File: src/rtl/ice_risc_rv_core.sv
// ice_risc_rv_core: single-cycle RV32I core; one instruction retires per rising iClk edge.
// Optional MUL/MULH/MULHSU/MULHU datapath enabled by defining ICE_RISC_RV_MUL_EN.
module ice_risc_rv_core #(
  parameter logic [31:0] RESET_PC = 32'h0000_0000
) (
  input  logic        iClk,
  input  logic        iRst,
  output logic [31:0] oRead1Addr,
  output logic [31:0] oRead2Addr,
  output logic [31:0] oWriteAddr,
  output logic [31:0] oWriteData,
  output logic [3:0]  oWstrb,
  input  logic [31:0] iRead1Data,
  input  logic [31:0] iRead2Data
);
  localparam logic [6:0] OPC_LUI    = 7'b0110111;
  localparam logic [6:0] OPC_AUIPC  = 7'b0010111;
  localparam logic [6:0] OPC_JAL    = 7'b1101111;
  localparam logic [6:0] OPC_JALR   = 7'b1100111;
  localparam logic [6:0] OPC_BRANCH = 7'b1100011;
  localparam logic [6:0] OPC_LOAD   = 7'b0000011;
  localparam logic [6:0] OPC_STORE  = 7'b0100011;
  localparam logic [6:0] OPC_OPIMM  = 7'b0010011;
  localparam logic [6:0] OPC_OP     = 7'b0110011;

  logic [31:0] pc_q, pc_d;
  logic [31:0] rf_q [32];

  logic [31:0] instr;
  logic [6:0]  opcode, funct7;
  logic [4:0]  rd, rs1, rs2;
  logic [2:0]  funct3;

  assign instr  = iRead1Data;
  assign opcode = instr[6:0];
  assign rd     = instr[11:7];
  assign funct3 = instr[14:12];
  assign rs1    = instr[19:15];
  assign rs2    = instr[24:20];
  assign funct7 = instr[31:25];

  logic [31:0] imm_i, imm_s, imm_b, imm_u, imm_j;
  assign imm_i = {{20{instr[31]}}, instr[31:20]};
  assign imm_s = {{20{instr[31]}}, instr[31:25], instr[11:7]};
  assign imm_b = {{19{instr[31]}}, instr[31], instr[7], instr[30:25], instr[11:8], 1'b0};
  assign imm_u = {instr[31:12], 12'b0};
  assign imm_j = {{11{instr[31]}}, instr[31], instr[19:12], instr[20], instr[30:21], 1'b0};

  logic [31:0] rs1_val, rs2_val, ea, pc_plus4;
  assign rs1_val  = (rs1 == 5'd0) ? 32'd0 : rf_q[rs1];
  assign rs2_val  = (rs2 == 5'd0) ? 32'd0 : rf_q[rs2];
  assign pc_plus4 = pc_q + 32'd4;
  // Address adder is shared by loads, stores and JALR target.
  assign ea       = rs1_val + ((opcode == OPC_STORE) ? imm_s : imm_i);

  assign oRead1Addr = pc_q;
  assign oRead2Addr = {ea[31:2], 2'b00};
  assign oWriteAddr = {ea[31:2], 2'b00};

  logic [31:0] op_b, alu_res;
  logic        alu_ok, alt;

  always_comb begin
    op_b    = (opcode == OPC_OP) ? rs2_val : imm_i;
    alt     = (funct7 == 7'b0100000);
    alu_res = 32'd0;
    alu_ok  = 1'b0;
    if (opcode == OPC_OPIMM) begin
      alu_ok = (funct3 == 3'b001) ? (funct7 == 7'd0) :
               (funct3 == 3'b101) ? ((funct7 == 7'd0) || alt) : 1'b1;
    end else if (opcode == OPC_OP) begin
      alu_ok = (funct7 == 7'd0) || (alt && ((funct3 == 3'b000) || (funct3 == 3'b101)));
    end
    case (funct3)
      3'b000:  alu_res = (opcode == OPC_OP && alt) ? rs1_val - op_b : rs1_val + op_b;
      3'b001:  alu_res = rs1_val << op_b[4:0];
      3'b010:  alu_res = {31'd0, $signed(rs1_val) < $signed(op_b)};
      3'b011:  alu_res = {31'd0, rs1_val < op_b};
      3'b100:  alu_res = rs1_val ^ op_b;
      3'b101:  alu_res = alt ? 32'($signed(rs1_val) >>> op_b[4:0]) : rs1_val >> op_b[4:0];
      3'b110:  alu_res = rs1_val | op_b;
      default: alu_res = rs1_val & op_b;
    endcase
  end

`ifdef ICE_RISC_RV_MUL_EN
  logic signed [32:0] mul_a, mul_b;
  logic signed [65:0] mul_p;
  logic        [31:0] mul_res;

  // Operands widened to 33 bits so one signed multiplier covers all three signedness mixes.
  always_comb begin
    mul_a   = {(funct3 != 3'b011) & rs1_val[31], rs1_val};
    mul_b   = {(funct3[1] == 1'b0) & rs2_val[31], rs2_val};
    mul_p   = mul_a * mul_b;
    mul_res = (funct3 == 3'b000) ? mul_p[31:0] : mul_p[63:32];
  end
`endif

  logic br_taken;
  always_comb begin
    br_taken = 1'b0;
    case (funct3)
      3'b000:  br_taken = (rs1_val == rs2_val);
      3'b001:  br_taken = (rs1_val != rs2_val);
      3'b100:  br_taken = ($signed(rs1_val) < $signed(rs2_val));
      3'b101:  br_taken = ($signed(rs1_val) >= $signed(rs2_val));
      3'b110:  br_taken = (rs1_val < rs2_val);
      3'b111:  br_taken = (rs1_val >= rs2_val);
      default: br_taken = 1'b0;
    endcase
  end

  logic [7:0]  ld_byte;
  logic [15:0] ld_half;
  assign ld_byte = iRead2Data[{ea[1:0], 3'b000} +: 8];
  assign ld_half = ea[1] ? iRead2Data[31:16] : iRead2Data[15:0];

  logic        rd_we;
  logic [31:0] rd_val;
  logic [3:0]  store_strb;
  logic [31:0] store_data;

  always_comb begin
    pc_d       = pc_plus4;
    rd_we      = 1'b0;
    rd_val     = 32'd0;
    store_strb = 4'b0000;
    store_data = rs2_val;
    case (opcode)
      OPC_LUI: begin
        rd_we  = 1'b1;
        rd_val = imm_u;
      end
      OPC_AUIPC: begin
        rd_we  = 1'b1;
        rd_val = pc_q + imm_u;
      end
      OPC_JAL: begin
        rd_we  = 1'b1;
        rd_val = pc_plus4;
        pc_d   = pc_q + imm_j;
      end
      OPC_JALR: begin
        if (funct3 == 3'b000) begin
          rd_we  = 1'b1;
          rd_val = pc_plus4;
          pc_d   = {ea[31:1], 1'b0};
        end
      end
      OPC_BRANCH: begin
        if (br_taken) pc_d = pc_q + imm_b;
      end
      OPC_LOAD: begin
        rd_we = 1'b1;
        case (funct3)
          3'b000:  rd_val = {{24{ld_byte[7]}}, ld_byte};
          3'b001:  rd_val = {{16{ld_half[15]}}, ld_half};
          3'b010:  rd_val = iRead2Data;
          3'b100:  rd_val = {24'd0, ld_byte};
          3'b101:  rd_val = {16'd0, ld_half};
          default: rd_we  = 1'b0;
        endcase
      end
      OPC_STORE: begin
        case (funct3)
          3'b000: begin
            store_data = {4{rs2_val[7:0]}};
            store_strb = 4'b0001 << ea[1:0];
          end
          3'b001: begin
            store_data = {2{rs2_val[15:0]}};
            store_strb = ea[1] ? 4'b1100 : 4'b0011;
          end
          3'b010:  store_strb = 4'b1111;
          default: store_strb = 4'b0000;
        endcase
      end
      OPC_OPIMM, OPC_OP: begin
        if (alu_ok) begin
          rd_we  = 1'b1;
          rd_val = alu_res;
        end
`ifdef ICE_RISC_RV_MUL_EN
        if (opcode == OPC_OP && funct7 == 7'b0000001 && !funct3[2]) begin
          rd_we  = 1'b1;
          rd_val = mul_res;
        end
`endif
      end
      default: ;
    endcase
  end

  assign oWriteData = store_data;
  // Reset must not let the instruction sitting at the fetch port corrupt memory.
  assign oWstrb     = iRst ? 4'b0000 : store_strb;

  always_ff @(posedge iClk) begin
    if (iRst) begin
      pc_q <= RESET_PC;
      for (int i = 0; i < 32; i++) rf_q[i] <= 32'd0;
    end else begin
      pc_q <= pc_d;
      if (rd_we && rd != 5'd0) rf_q[rd] <= rd_val;
    end
  end

endmodule

File: config.mk
export PLATFORM = sky130hd
export DESIGN_NAME = ice_risc_rv_core
export DESIGN_NICKNAME = d
export VERILOG_FILES = /design/src/rtl/ice_risc_rv_core.sv
export SDC_FILE = /design/constraint.sdc
export NUM_CORES = 2
export LEC_CHECK = 0
export CORE_MARGIN = 2
export CORE_UTILIZATION = 45
export DETAILED_ROUTE_END_ITERATION = 16
export RECOVER_POWER = 50
export SLEW_MARGIN = 40
export SYNTH_ARGS = -nofsm -noshare
export SYNTH_HDL_FRONTEND = slang
export SYNTH_SLANG_ARGS = --single-unit
File: constraint.sdc
create_clock -name iClk -period 15.8 [get_ports iClk]
set_input_delay 4.74 -clock iClk [delete_from_list [all_inputs] [get_ports iClk]]
set_output_delay 4.74 -clock iClk [all_outputs]
set_load 0.01 [all_outputs]
# == Word level (Yosys, flattened, before mapping) ==
# Memories as Yosys holds them, arrays and structs flattened.
# Cells that the tools add are included.
# op_classes
multipliers,0
reduce_logical,15
magnitude_cmp,6
n_addsub,7
n_mux,38
bitwise,3
shift,5
div,0
eq_ne,19
# op_table
operator,n
32-bit two-way mux,11
32-bit case mux with 7 select lines,1
32-bit case mux with 6 select lines,1
32-bit adder,5
32-bit case mux with 5 select lines,1
32-bit < comparator,4
32-bit case mux with 3 select lines,1
32-bit >= comparator,2
32-bit case mux with 2 select lines,1
"32-bit by 3-bit adder with 32-bit output, second input constant",1
32-bit bitwise AND,1
32-bit equality test,1
32-bit != test,1
32-bit OR,1
32-bit OR reduction,1
32-bit by 6-bit indexed part select with 8-bit output,1
32-bit by 5-bit << shifter with 32-bit output,1
32-bit by 5-bit right shift with 32-bit output,1
32-bit by 5-bit >>> shifter with 32-bit output,1
32-bit subtractor,1
32-bit XOR,1
"7-bit by 6-bit equality test with 1-bit output, second input constant",4
"7-bit equality test, second input constant",3
16-bit two-way mux,1
other kinds (21),46
# totals
output_inout_bits,132
ff_bits,32
rom_bits,0
ramBits,1024
mem_count,1
latchBits,0
# memory_table
memory,depth,word_bits,rd,rd_clocked_by_memory_dff,wr,line_no,source
rf_q,32,32,2,0,32,27,logic [31:0] rf_q [32];

# == Longest topological paths before layout ==
# logic_depth
ltp_word,14
ltp_mapped,30
depth_no_buf,20

# == Least setup slack after synthesis ==
# No wires, ideal clock.
# synth_path
kind,input to output
startpoint,input port iRead1Data[20]
endpoint,output port oWriteAddr[30]
stages,25
t_arrival_ps,9846
t_required_ps,11060
n_path_buf,11
path_slack_ps,1214
path_cell_list,buf_6 -> buf_6 -> buf_6 -> buf_4 -> buf_2 -> buf_2 -> buf_2 -> buf_2 -> buf_2 -> buf_2 -> nand2_1 -> nand2_1 -> ha_1 -> fa_1 -> a21o_1 -> a21oi_1 -> nand2b_1 -> a211o_1 -> o211ai_1 -> a31oi_1 -> o21ai_0 -> a311o_1 -> a21oi_1 -> xnor2_1 -> buf_4
# synth_via
elab_chain_len,2
# synth_lines
item,line_no,source
from (decl),13,"input logic [31:0] iRead1Data,"
5-bit two-way mux,54,assign ea = rs1_val + ((opcode == OPC_STORE) ? imm_s : imm_i);
32-bit adder,54,
to (decl),10,"output logic [31:0] oWriteAddr,"
# Every way passes these cells.

# == Worst setup path after layout ==
# layout_path
startpoint,input port iRead1Data[17]
endpoint,output port oWriteAddr[30]
# layout_via
elab_chain_len,3
word_cells_on_any_way,4
# layout_lines
item,line_no,source
memory read 32 x 32 bit / 5-bit logical NOT (equally long branches),n/a,
32-bit two-way mux (*),50,assign rs1_val = (rs1 == 5'd0) ? 32'd0 : rf_q[rs1];
32-bit adder (*),54,
# Every way passes the cells marked *; elsewhere a longest branch is shown, timed or not.

==> impl_metrics.csv <==
group,metric,value,unit
outcome,outcome,"finished, violations left",
outcome,violations,"capacitance limit, slew limit",
cts,clk_latency,790,ps
die,ios,198,
finish,area_delta_synth_final,13.6,%
yosys,netlist_area,71900,um2
yosys,yosys.area.top_type,"edfxtp_1",
cts,post_cts_buffers,0,
routing,wl_per_cell,43.2,um
die,die_h,404,um
setup_path,cp_max_fo,27,
cts,cts_tree,"built",
cts,ctsHtreeMaxLevel,3,
cts,clk_path_buf_depth,3,
yosys,syn_inst,6668,
yosys,synthDominantCellAreaShare,0.428,
global_route,first_global_vias,61200,
setup_path,critPathBufInv,7,
yosys,synth_warnings,0,
setup_path,crit_end,"oWriteAddr[30]",
cts,post_cts_resized,0,
routing,drc,0,
routing,drtIter0Drc,9240,
sta,drv_slew,1852,
die,die_area,163000,um2
setup_path,rr_startpoint,"rf_q[23][16]$_SDFFCE_PN0P_",
place,placedInstanceArea,78300,um2
routing,via_per_inst,7.18,
pwr,totalPowerFinal,8.11,mW
routing,vias,65000,
sta,slew_headroom,-1.29,
die,die_w,404,um
finish,mostFrequentLayoutCells,"nor2_1 (1237), edfxtp_1 (1024), mux4_2 (406)",
yosys,avgSynthCellArea,10.8,um2
pwr,p_leak,29.2,nW
cts,numCtsBuffers,111,
sta,post-route-min-period,15690,ps
sta,hold_viol_final,0,
die,initial_core_util,0.453,
setup_path,slowest_stage,"nor4_1",
global_route,overflow,0,
finish,final_area,81700,um2
sta,tightest_slew,3440,ps
yosys,yosys_register_bits,1055,
sta,clock_skew,64.2,ps
setup_path,critPathTopFamily,"buffers and inverters",
sta,maxClockFrequency,0.0637,GHz
place,globalplace.congestion,1.15,
setup_path,critical_path_class,"in2out",
setup_path,crit_start,"iRead1Data[17]",
worst_hold_path,hp-class,"reg2reg",
global_route,track_usage,0.471,
run,cap_violations,66,
setup_path,max_stage_delay,760,ps
sta,setup_viol,0,
sta,tns,0,ps
setup_path,cp.arrival,10950,ps
finish,layout-drive-gt1-share,0.186,
yosys,synth.distinct_cells,102,
setup_path,startpoint_type,"input port",
cts,clk_pin_slew,60,ps
cts,cts_hold_buf,0,
setup_path,path_depth,22,
finish,final_common_cell,"nor2_1",
yosys,synthTopCellsByArea,"edfxtp_1 (43%), mux4_2 (13%), nor2_1 (6.5%)",
sta,rsz0062_at_grt,"false",
setup_path,timing.rr.end,"rf_q[20][31]$_SDFFCE_PN0P_",
global_route,grt_start_max_net_pins,97,
yosys,synth_edf_count,1024,
setup_path,cp_cell_sequence,"buf_4, nand3b_1, buf_4, o22ai_1, nor4_1, buf_4, nor4_1, buf_4, nand2_1, inv_1, ha_1, a21oi_1, nor2b_1, o21ai_0, o211ai_1, a31oi_1, buf_4, o21ai_0, a311o_1, a21oi_1, xnor2_1, clkdlybuf4s50_1",
routing,dr.pass1.iters,8,
place,port_buffers,192,
finish,postLayoutCoreUtil,0.515,
pwr,power.density,99.3,nW/um2
routing,wirelength,391000,um
finish,nets,7159,
global_route,grt_antenna_before_repair,30,
pwr,ir_drop,0.000101,V
cts,cts.sinks,1055,
place,dpl.hpwl,280000,um
setup_path,r2r_setup_slack,8000,ps
yosys,seq_area_frac_synth,0.436,
cts,root_buffer,"clkbuf_16",
setup_path,cp.required,11060,ps
die,rows,146,
routing,drt.antenna.violating_nets,0,
setup_path,cpMostUsedCell,"buf_4",
global_route,grt_pass1_wl,526000,um
die,coreArea,159000,um2
setup_path,r2r_cells,18,
yosys,async_reset_ff_frac,0,
yosys,synthFlopType,"edfxtp_1",
sta,timing.final.crit_share,0.993,
setup_path,end_kind,"output pin",
## cells in the mapped netlist, types with 39 or more instances
library cell	number
a211oi_1	56
a21o_1	64
a21oi_1	336
a221oi_1	96
a22oi_1	51
a31oi_1	55
buf_1	45
buf_2	157
buf_4	46
clkbuf_1	357
edfxtp_1	1024
ha_1	215
inv_1	146
mux2_2	107
mux2i_1	303
mux4_2	406
nand2_1	363
nand3_1	112
nand4_1	47
nor2_1	1246
nor2b_1	39
nor3_1	122
nor4_1	44
o211ai_1	51
o21ai_0	252
o221ai_1	76
o22ai_1	76
or3_1	46
xnor2_1	87
xor2_1	51
## logic make-up after synthesis
group	count (synthesis)	synth area share
AND/OR/NAND/NOR	2176	0.131
AO/OA/AOI/OAI	1473	0.141
flip-flops	1055	0.436
multiplexers	818	0.186
buffers and inverters	786	0.0491
adder cells (fa/ha/maj)	221	0.0391
XOR/XNOR	138	0.0168
other	1	0.0000522
## flip-flops by register name, summed over array words and instances (netlist names)
name        count
oRead1Addr     31
rf_q         1024
## per-layer routing
| metal | routed length, um | global-route usage | vias up |
|---|---|---|---|
| met5 | 153 | 0.00178 | - |
| met4 | 43600 | 0.409 | 20 |
| met3 | 46000 | 0.129 | 1469 |
| met2 | 172000 | 0.724 | 5332 |
| met1 | 129000 | 0.545 | 32300 |
| li1 | - | - | 25900 |
## metrics by stage
step | cells | worst slack (ps) | hold WS, ps
finish | 9050 | 112 | 586
global route | 9041 | 65.1 | 599
CTS | 9027 | 326 | 577
detailed placement | 8825 | 343 | 566
global placement | 8814 | -516 | 563
floorplan | 6704 | 1210 | 525
## power by group
part,internal [mW],switching [mW]
clock,1.40,1.21
sequential,3.16,0.0600
combinational,0.781,1.50
total,5.35,2.77
## area by class of cell
type / instances / area [um2]
fillers: 14200 / 76900
multi-input cells: 4863 / 37900
flip-flops and latches: 1055 / 31400
repair buffers: 688 / 5690
clock buffers: 133 / 2880
well taps: 2072 / 2590
clock inverters: 69 / 606
inverters: 153 / 574
diodes: 17 / 42.5
## tightest hold or removal path: cells and delay by family (launching register included)
kind	cells	cell delay, ps
compound gates	1	60
simple gates	1	90
flops	1	380
## worst min-delay path by stage
| stage | start | to | slack, ps | cells past startpoint |
|---|---|---|---|---|
| after global routing | oRead1Addr[1]$_SDFFE_PP0P_ | oRead1Addr[1]$_SDFFE_PP0P_ | 600 | 2 |
| after global placement | oRead1Addr[1]$_SDFFE_PP0P_ | oRead1Addr[1]$_SDFFE_PP0P_ | 560 | 2 |
| after floorplan | oRead1Addr[1]$_SDFFE_PP0P_ | oRead1Addr[1]$_SDFFE_PP0P_ | 520 | 2 |
| final | oRead1Addr[1]$_SDFFE_PP0P_ | oRead1Addr[1]$_SDFFE_PP0P_ | 590 | 2 |
| after CTS | oRead1Addr[1]$_SDFFE_PP0P_ | oRead1Addr[1]$_SDFFE_PP0P_ | 580 | 2 |
| after detailed placement | oRead1Addr[1]$_SDFFE_PP0P_ | oRead1Addr[1]$_SDFFE_PP0P_ | 570 | 2 |
Power figures use the tool's default switching activity.
